[src/rtl/iopage_defs.sv]
// Shared definitions for the I/O-page bus initiator: FSM encoding, well-known
// register addresses and the default decode timeout.
package iopage_defs;

    typedef enum logic [1:0] {
        ST_IDLE   = 2'd0,
        ST_STROBE = 2'd1,
        ST_DONE   = 2'd2,
        ST_ERR    = 2'd3
    } state_e;

    localparam logic [12:0] ADDR_PSW         = 13'o17776;
    localparam logic [12:0] ADDR_STACK_LIMIT = 13'o17774;

    localparam int DEFAULT_TIMEOUT = 8;

endpackage

[src/rtl/iopage_master.sv]
// I/O-page bus initiator: runs one strobed cycle per CPU request and returns
// either read data with an ack or a bus error after TIMEOUT undecoded cycles.
module iopage_master
    import iopage_defs::*;
#(
    parameter int TIMEOUT = DEFAULT_TIMEOUT,
    parameter int CNT_W   = 8
) (
    input  logic        clk,
    input  logic        reset,
    input  logic        cpu_req,
    input  logic        cpu_we,
    input  logic        cpu_byte,
    input  logic [12:0] cpu_addr,
    input  logic [15:0] cpu_wdata,
    output logic [15:0] cpu_rdata,
    output logic        cpu_ack,
    output logic        cpu_buserr,
    output logic [12:0] iopage_addr,
    output logic [15:0] iopage_data_out,
    output logic        iopage_rd,
    output logic        iopage_wr,
    output logic        iopage_byte_op,
    input  logic        iopage_decode,
    input  logic [15:0] iopage_data_in
);

    localparam logic [CNT_W-1:0] CNT_LAST = CNT_W'(TIMEOUT - 1);

    state_e             state_q, state_d;
    logic [CNT_W-1:0]   cnt_q, cnt_d;
    logic [12:0]        addr_q, addr_d;
    logic [15:0]        wdata_q, wdata_d;
    logic [15:0]        rdata_q, rdata_d;
    logic               rd_q, rd_d;
    logic               wr_q, wr_d;
    logic               byte_q, byte_d;
    logic               ack_q, ack_d;
    logic               err_q, err_d;

    // NOTE: every flop here is a plain register (no memory array), so all of
    // them take their reset value; the bus must be quiet right after reset.
    always_ff @(posedge clk) begin
        if (reset) begin
            state_q <= ST_IDLE;
            cnt_q   <= '0;
            addr_q  <= '0;
            wdata_q <= '0;
            rdata_q <= '0;
            rd_q    <= 1'b0;
            wr_q    <= 1'b0;
            byte_q  <= 1'b0;
            ack_q   <= 1'b0;
            err_q   <= 1'b0;
        end else begin
            // NOTE: non-blocking so every flop samples the pre-edge values.
            state_q <= state_d;
            cnt_q   <= cnt_d;
            addr_q  <= addr_d;
            wdata_q <= wdata_d;
            rdata_q <= rdata_d;
            rd_q    <= rd_d;
            wr_q    <= wr_d;
            byte_q  <= byte_d;
            ack_q   <= ack_d;
            err_q   <= err_d;
        end
    end

    always_comb begin
        // NOTE: defaults first so no path through the case infers a latch.
        state_d = state_q;
        cnt_d   = cnt_q;
        addr_d  = addr_q;
        wdata_d = wdata_q;
        rdata_d = rdata_q;
        rd_d    = rd_q;
        wr_d    = wr_q;
        byte_d  = byte_q;
        ack_d   = 1'b0;
        err_d   = 1'b0;

        unique case (state_q)
            ST_IDLE: begin
                cnt_d = '0;
                if (cpu_req) begin
                    addr_d  = cpu_addr;
                    // Byte writes are mirrored so both lanes carry the byte.
                    wdata_d = cpu_byte ? {cpu_wdata[7:0], cpu_wdata[7:0]} : cpu_wdata;
                    byte_d  = cpu_byte;
                    rd_d    = ~cpu_we;
                    wr_d    = cpu_we;
                    state_d = ST_STROBE;
                end
            end
            ST_STROBE: begin
                if (iopage_decode) begin
                    if (rd_q) rdata_d = iopage_data_in;
                    rd_d    = 1'b0;
                    wr_d    = 1'b0;
                    ack_d   = 1'b1;
                    state_d = ST_DONE;
                end else if (cnt_q == CNT_LAST) begin
                    rd_d    = 1'b0;
                    wr_d    = 1'b0;
                    err_d   = 1'b1;
                    state_d = ST_ERR;
                end else begin
                    cnt_d = cnt_q + 1'b1;
                end
            end
            ST_DONE, ST_ERR: state_d = ST_IDLE;
            default:         state_d = ST_IDLE;
        endcase
    end

    assign cpu_rdata       = rdata_q;
    assign cpu_ack         = ack_q;
    assign cpu_buserr      = err_q;
    assign iopage_addr     = addr_q;
    assign iopage_data_out = wdata_q;
    assign iopage_rd       = rd_q;
    assign iopage_wr       = wr_q;
    assign iopage_byte_op  = byte_q;

endmodule

[config.mk]
export PLATFORM = sky130hd
export DESIGN_NAME = iopage_master
export DESIGN_NICKNAME = d
export VERILOG_FILES = /design/src/rtl/iopage_defs.sv /design/src/rtl/iopage_master.sv
export SDC_FILE = /design/constraint.sdc
export NUM_CORES = 1
export LEC_CHECK = 0
export ABC_AREA = 1
export CORE_ASPECT_RATIO = 1.75
export CORE_MARGIN = 4
export CORE_UTILIZATION = 46
export DETAILED_ROUTE_END_ITERATION = 8
export GPL_TIMING_DRIVEN = 0
export PLACE_DENSITY_LB_ADDON = 0.25
export SLEW_MARGIN = 10
export SYNTH_ARGS = -nofsm -noshare
export SYNTH_HDL_FRONTEND = slang
export SYNTH_SLANG_ARGS = --single-unit
[constraint.sdc]
create_clock -name clk -period 2.2 [get_ports clk]
set_input_delay 0.33 -clock clk [delete_from_list [all_inputs] [get_ports clk]]
set_output_delay 0.33 -clock clk [all_outputs]
set_load 0.02 [all_outputs]
# == Yosys cells after proc, flatten, opt, wreduce, memory -nomap -nowiden ==
# Index checks and enable logic that the tools add are counted.
# totals
ff_bits,60
in_bits,51
out_inout_bits,50
wordCells,47
# classes
add_sub_neg,1
eq_ne,8
n_mux,16
bitwise_logic,2
n_reduce_logical,10
# op_table
cell,count
16-bit 2-to-1 mux,1
8-bit 2-to-1 mux,2
8-bit case mux with 2 select lines,1
3-bit AND reduction,3
8-bit by 1-bit adder with 8-bit output (second input constant),1
8-bit by 3-bit equality test with 1-bit output (second input constant),1
1-bit 2-to-1 mux,6
2-bit 2-to-1 mux,3
2-bit != test (second input constant),3
2-bit case mux with 3 select lines,1
2-bit equality test (second input constant),2
1-bit case mux with 2 select lines,2
2-bit AND reduction,2
2-bit OR reduction,2
3-bit != test (second input constant),1
3-bit OR reduction,1
2-bit by 1-bit equality test with 1-bit output (second input constant),1
2-bit zero test,1
1-bit NOT,2
2-bit nonzero test,1

# == Depth between registers and ports, before layout ==
# logic_depth
ltp_word,4
ltp_mapped,9
depth_no_buf,9

# == Worst setup path before layout ==
# Ideal clock, no wire load.
# synth_timing
path_type,register -> register
startpoint,register cnt_q[0]
endpoint,register cnt_q[0]
setup_time_ns,0.115
arrival_time_ns,1.108
required_time_ns,2.085
slack_ns,0.976
path_stages_with_launch,9
path_buffers,0
synth_period_minus_slack_ns,1.224
path_cell_list,dfxtp_1 ha_1 nand2_1 nor2_1 nand2_2 nand2_1 a21oi_1 o21ai_0 inv_1
# synth_between
elab_chain_len,4
word_cells_on_any_way,7
cone_classes,add/sub (1); eq/ne (2); mux (3); reduce/logical (1)
# synth_lines
item,line,text
"start, declared",iopage_master.sv:31,"logic [CNT_W-1:0] cnt_q, cnt_d;"
"start signal, assigned",iopage_master.sv:58,cnt_q <= cnt_d;
8-bit by 1-bit adder with 8-bit output,iopage_master.sv:109,cnt_d = cnt_q + 1'b1;
8-bit 2-to-1 mux,iopage_master.sv:103,end else if (cnt_q == CNT_LAST) begin
8-bit 2-to-1 mux,iopage_master.sv:97,if (iopage_decode) begin
8-bit case mux with 2 select lines,iopage_master.sv:83,unique case (state_q)
# Parallel ways exist; a longest one is shown, timed or not. The select of a mux whose other input is x is not followed.
# A chain may end at the register's enable or synchronous reset.

# == Final worst setup path ==
# layout_timing
startpoint,"register rd_q, in the netlist iopage_rd"
endpoint,output port iopage_rd
# layout_lines
item,line,text
"start, declared",iopage_master.sv:35,"logic rd_q, rd_d;"
"start signal, assigned",iopage_master.sv:62,rd_q <= rd_d;
"end, declared",iopage_master.sv:21,"output logic iopage_rd,"
# No word-level cell between the ends.

==> flow_summary.yaml <==
status:
  status: "completed"
layout:
  antennaDiodeCount: 0
  area_growth_syn_to_layout_pct: 51.71
  fin_area_mm2: 0.003664
  drive_gt1_share_pct: 7.973
  nets: 487
  stdcell_count: 493
synth:
  synth_nets: 377
  synthAdderAreaFrac_pct: 0.5181
  yosysWarnings: 0
  yosys_register_bits: 60
  synth_simple_gate_area_share_pct: 26.53
  ys_seq_area_share_pct: 49.74
  syn_avg_cell_area_um2: 7.430
  synthDistinctLibCells: 27
  synthMuxAreaShare_pct: 0.4145
  mappedNetlistArea_mm2: 0.002415
  synth_top_family_by_area: "simple AND/OR/NAND/NOR gates"
  synthCells: 325
  synth-compound-area-share_pct: 13.37
  synthXorXnorAreaFrac_pct: 1.088
placed_design:
  dpl.hpwl_um: 4977
  io_buffers: 99
  dp.cells: 478
  post-place-ws_ps: 447.3
  post_dp_cell_area_mm2: 0.003473
  gp_congestion: 0.8694
clock_tree:
  clk_latency_ps: 340
  h-tree-depth: 3
  cts_sinks: 60
  cts_buffer_depth: 2
  clock-root-buffer: "clkbuf_8"
  numCtsBuffers: 9
  cts_tree: "yes"
  post_cts_buffers: 0
  clkTransAtPathRegs_ps: 60
  cts_hold_buf: 0
  ctsResizeCount: 0
global_route:
  grt_pass1_vias: 2444
  antenna_found_initial: 0
  grt_use_met1_pct: 18.86
  grtUsageTotal_pct: 21.39
  grt_pass1_wl_um: 11010
  grt_use_met3_pct: 8.108
  grt.met2_usage_pct: 40.87
  grt_remaining_overflow: 0
  top_usage_layer: "met2"
  grt_max_degree: 11
drt:
  wl_um: 6633
  drt-pass1-iter-count: 4
  drtIter0Drc: 63
  routed_via_density: 4.955
  post_drt_wl_per_cell_um: 13.45
  ant_nets: 0
  drcViolationCount: 0
  route.vias.total: 2443
worst_setup_path:
  critPathMaxFanout: 3
  crit_type: "reg -> out"
  critical_path.startpoint_type: "register"
  critPathTopFamily: "buffers and inverters"
  crit_arrival_ps: 1380
  crit_chain: "clkdlybuf4s50_1"
  cp_slowest_cell: "clkdlybuf4s50_1"
  cp.buffers_inverters: 1
  cp.required_ps: 1870
  endpoint_kind: "output pin"
  max_stage_delay_ps: 640
timing:
  finalCriticalPeriod_ps: 1710
  fin_setup_tns_ps: 0
  finClkSkew_ps: 5.425
  period_share_pct: 77.71
  fmax_mhz: 584.9
  worst_pin_slew_ps: 490.1
  timing.slew.headroom_pct: 67.33
  slew_viol_final: 0
  timing.final.ws_setup_ps: 490.4
  rsz0062_at_grt: "false"
  finalHoldViolations: 0
  setup_viol: 0
floorplan:
  die_h_um: 103.9
  start_util_pct: 48.11
  io_pins: 101
  num_rows: 34
  die_w_um: 62.77
  coreArea_mm2: 0.005020
  die-area_mm2: 0.006519
hold_path:
  hold_class: "reg -> reg"
job:
  maxCapViolCount: 0
power:
  powerDensity_mw_per_mm2: 736.2
  ir_drop_mv: 0.5534
  p_leak_nw: 1.508
cell families (layout without fill, tap and decap cells):
kind of cell | count (synthesis) | count (layout)
compound gates | 62 | 62
mux | 1 | 1
flops | 60 | 60
fa+ha+maj | 1 | 1
simple gates | 153 | 153
xor+xnor | 3 | 3
buf+inv | 45 | 159
final cells by class:
| class | instances | area [um2] |
|---|---|---|
| inverter | 32 | 125.1 |
| multi-input combinational | 220 | 1012 |
| timing repair buffer | 99 | 991.0 |
| buffer | 13 | 76.32 |
| clock inverter | 5 | 52.55 |
| fill | 395 | 1356 |
| clock buffer | 10 | 137.6 |
| tap | 54 | 67.56 |
| sequential | 60 | 1201 |
metrics by stage:
step / util [%] / power [mW] / hold WS (ps)
floorplan: - / 1.493 / 409.3
global placement: 69.19 / 1.747 / 448.7
detailed placement: 69.19 / 1.759 / 452.9
CTS: 72.98 / 2.724 / 463.4
global route: 72.98 / 2.824 / 484.0
finish: 72.98 / 2.697 / 466.1
flip-flops by register name, indices dropped and copies added, names as in the netlist:
name and count:
cnt_q 8, cpu_ack 1, cpu_buserr 1, cpu_rdata 16, iopage_addr 13, iopage_byte_op 1, iopage_data_out 16, iopage_rd 1
iopage_wr 1, state_q 2
power by group:
part           internal (mW)  switching, mW  leakage [nW]
Combinational          0.263          0.279         0.919
Sequential              1.16         0.0384         0.491
Clock                  0.541          0.420        0.0979
Total                   1.96          0.737          1.51
path summary, 6_finish.rpt:
check	end	from	cells past startpoint	slack, ps
max reg2reg	cnt_q[5]	cnt_q[0]	8	740
min reg2reg	iopage_data_out[1]	iopage_data_out[1]	2	470
min	iopage_data_out[1]	iopage_data_out[1]	2	470
max	iopage_rd	iopage_rd	1	490
cell usage after synthesis:
cell       n  area [um2]
inv_4      2       12.51
nor2_8     1       20.02
clkbuf_2   2       10.01
clkbuf_1   4       15.01
nor3_1     2       10.01
nor2_1    88       330.3
inv_2      2       7.510
or2_4      1       8.760
buf_6      2       22.52
buf_2      2       10.01
mux2i_1    1       10.01
o22ai_1    7       43.79
nor2_2     1       6.260
nand4_1    3       18.77
a21oi_2    1       8.760
nand2_1   44       165.2
nand3_4    1       17.52
inv_1     28       105.1
dfxtp_1   60        1201
a21oi_1   19       95.09
xor2_1     3       26.28
buf_4      2       15.01
nand2_2    3       18.77
buf_1      1       3.750
o21ai_0   35       175.2
ha_1       1       12.51
nand3_1    9       45.04
cells in the final DEF (no fill, tap or decap):
cell             synthesis  routed
a21oi_1                 19      19
a21oi_2                  1       1
buf_1                    1       1
buf_2                    2       2
buf_4                    2       2
buf_6                    2       2
bufinv_16                0       1
clkbuf_1                 4       4
clkbuf_2                 2       2
clkbuf_8                 0      10
clkdlybuf4s50_1          0      99
clkinv_2                 0       3
clkinvlp_4               0       1
dfxtp_1                 60      60
ha_1                     1       1
inv_1                   28      28
inv_2                    2       2
inv_4                    2       2
mux2i_1                  1       1
nand2_1                 44      44
nand2_2                  3       3
nand3_1                  9       9
nand3_4                  1       1
nand4_1                  3       3
nor2_1                  88      88
nor2_2                   1       1
nor2_8                   1       1
nor3_1                   2       2
o21ai_0                 35      35
o22ai_1                  7       7
or2_4                    1       1
xor2_1                   3       3
per-layer routing:
layer	up-vias	routed length, um
met5	-	0
met4	0	164
li1	1251	-
met1	1104	2380
met3	14	415
met2	74	3672
Note: power is estimated with default switching activity, not from simulation.
==> RTL edit (config.mk and constraints unchanged) <==
Take the reset off `addr_q`, `wdata_q` and `rdata_q` and load them in a clocked block of their own.
--- a/src/rtl/iopage_master.sv
+++ b/src/rtl/iopage_master.sv
@@ -44,9 +44,6 @@
         if (reset) begin
             state_q <= ST_IDLE;
             cnt_q   <= '0;
-            addr_q  <= '0;
-            wdata_q <= '0;
-            rdata_q <= '0;
             rd_q    <= 1'b0;
             wr_q    <= 1'b0;
             byte_q  <= 1'b0;
@@ -56,15 +53,18 @@
             // NOTE: non-blocking so every flop samples the pre-edge values.
             state_q <= state_d;
             cnt_q   <= cnt_d;
-            addr_q  <= addr_d;
-            wdata_q <= wdata_d;
-            rdata_q <= rdata_d;
             rd_q    <= rd_d;
             wr_q    <= wr_d;
             byte_q  <= byte_d;
             ack_q   <= ack_d;
             err_q   <= err_d;
         end
+    end
+
+    always_ff @(posedge clk) begin
+        addr_q  <= addr_d;
+        wdata_q <= wdata_d;
+        rdata_q <= rdata_d;
     end
 
     always_comb begin
Function: changed (a bounded check fails within 4 cycles, from zero or initial values and one cycle with reset high).
==> RTL edit against the unedited design <==
- worst setup slack got worse by 0.039 ns
- power increased by 6.6%
- synthesized area decreased by 8.0%
- die area decreased by 7.2%
- sequential cell count unchanged
- final cell count decreased by 32%
- routed wire length decreased by 9.8%
- design area decreased by 3.9%
==> RTL edit: results (changes against the unedited design) <==
| Metric | Value |
|---|---|
| Inverters | `15 (-53%)` |
| Crit-path slowest cell | `clkinvlp_4` |
| Largest cells by area after synthesis | `edfxtp_1 61%, dfxtp_1 14%, nand2_1 4.2%` |
| GRT Total Usage | `20.8% (-0.63 points)` |
| Vias in the first global route | `1638 (-33%)` |
| Grt met2 use | `38.1% (-2.8 points)` |
| Distinct cells, synth | `23 (-15%)` |
| Sequential cell area share | `46.9% (+14 points)` |
| Met2 Wirelength | `3400 um (-7.4%)` |
| Register area share after synthesis | `74.3% (+25 points)` |
| Worst vdd ir | `0.000644 V (+16%)` |
| Slew HR | `43.2% (-24 points)` |
| # placed instances | `318 (-33%)` |
| Hold/Removal Path Class | `input port to register` |
| FFs & Latches | `60 (unchanged)` |
| Clock skew | `0.0190 ns (+0.0135 ns)` |
| Setup ws final | `0.451 ns (-0.0389 ns)` |
| Largest net degree at the start of global routing | `34 (+23)` |
| Largest delay share family, worst path | `simple AND/OR/NAND/NOR gates` |
| EDFF count, synth | `45 (+45)` |
| Initial DRC count | `44 (-30%)` |
| Xor/xnor cell area share of the yosys netlist | `0.394% (-0.69 points)` |
| Lkg Pwr | `1.26 nW (-17%)` |
| Buffering overhead | `28.1% (-1.0 points)` |
| Post-place setup slack | `-0.247 ns (-0.694 ns)` |
| Synth Area in Compound Gates | `3.15% (-10 points)` |
| Critical path endpoint | `iopage_rd$_SDFFE_PP0P_` |
| Multi-input gates | `91 (-59%)` |
| Per-cell routed wire length | `17.9 um (+33%)` |
| Gpl congestion | `0.898 (+3.3%)` |
| Crit path largest cell delay | `0.55 ns (-0.09 ns)` |
| Worst hold margin | `0.404 ns (-0.0619 ns)` |
| Synth Area in Adders | `0.563% (+0.045 points)` |
| Post-Route M1 WL | `2030 um (-15%)` |
| Status | `complete, no violations` |
| Max FO, Critical Path | `33 (+30)` |
| Fill cell count | `321 (-19%)` |
| Logic pwr share | `11.9% (-8.2 points)` |
-- RTL edit: metrics by stage --
| stage | cell area, um2 | setup TNS, ns |
|---|---|---|
| after global placement | 3270 | -2.68 |
| after CTS | 3520 | 0 |
| after global routing | 3520 | 0 |
| final | 3520 | 0 |
| after floorplan | 2220 | 0 |
| after detailed placement | 3270 | -4.55 |
-- RTL edit: worst min-delay path by stage --
stage | start | end | depth (start not counted)
2_1_floorplan | iopage_decode | cpu_buserr$_SDFF_PP0_ | 1
3_3_place_gp | iopage_wr$_SDFFE_PP0P_ | iopage_wr$_SDFFE_PP0P_ | 2
3_5_place_dp | iopage_wr$_SDFFE_PP0P_ | iopage_wr$_SDFFE_PP0P_ | 2
4_1_cts | reset | state_q[0]$_SDFFE_PP0P_ | 2
5_1_grt | reset | state_q[0]$_SDFFE_PP0P_ | 2
6_report | reset | state_q[0]$_SDFFE_PP0P_ | 2
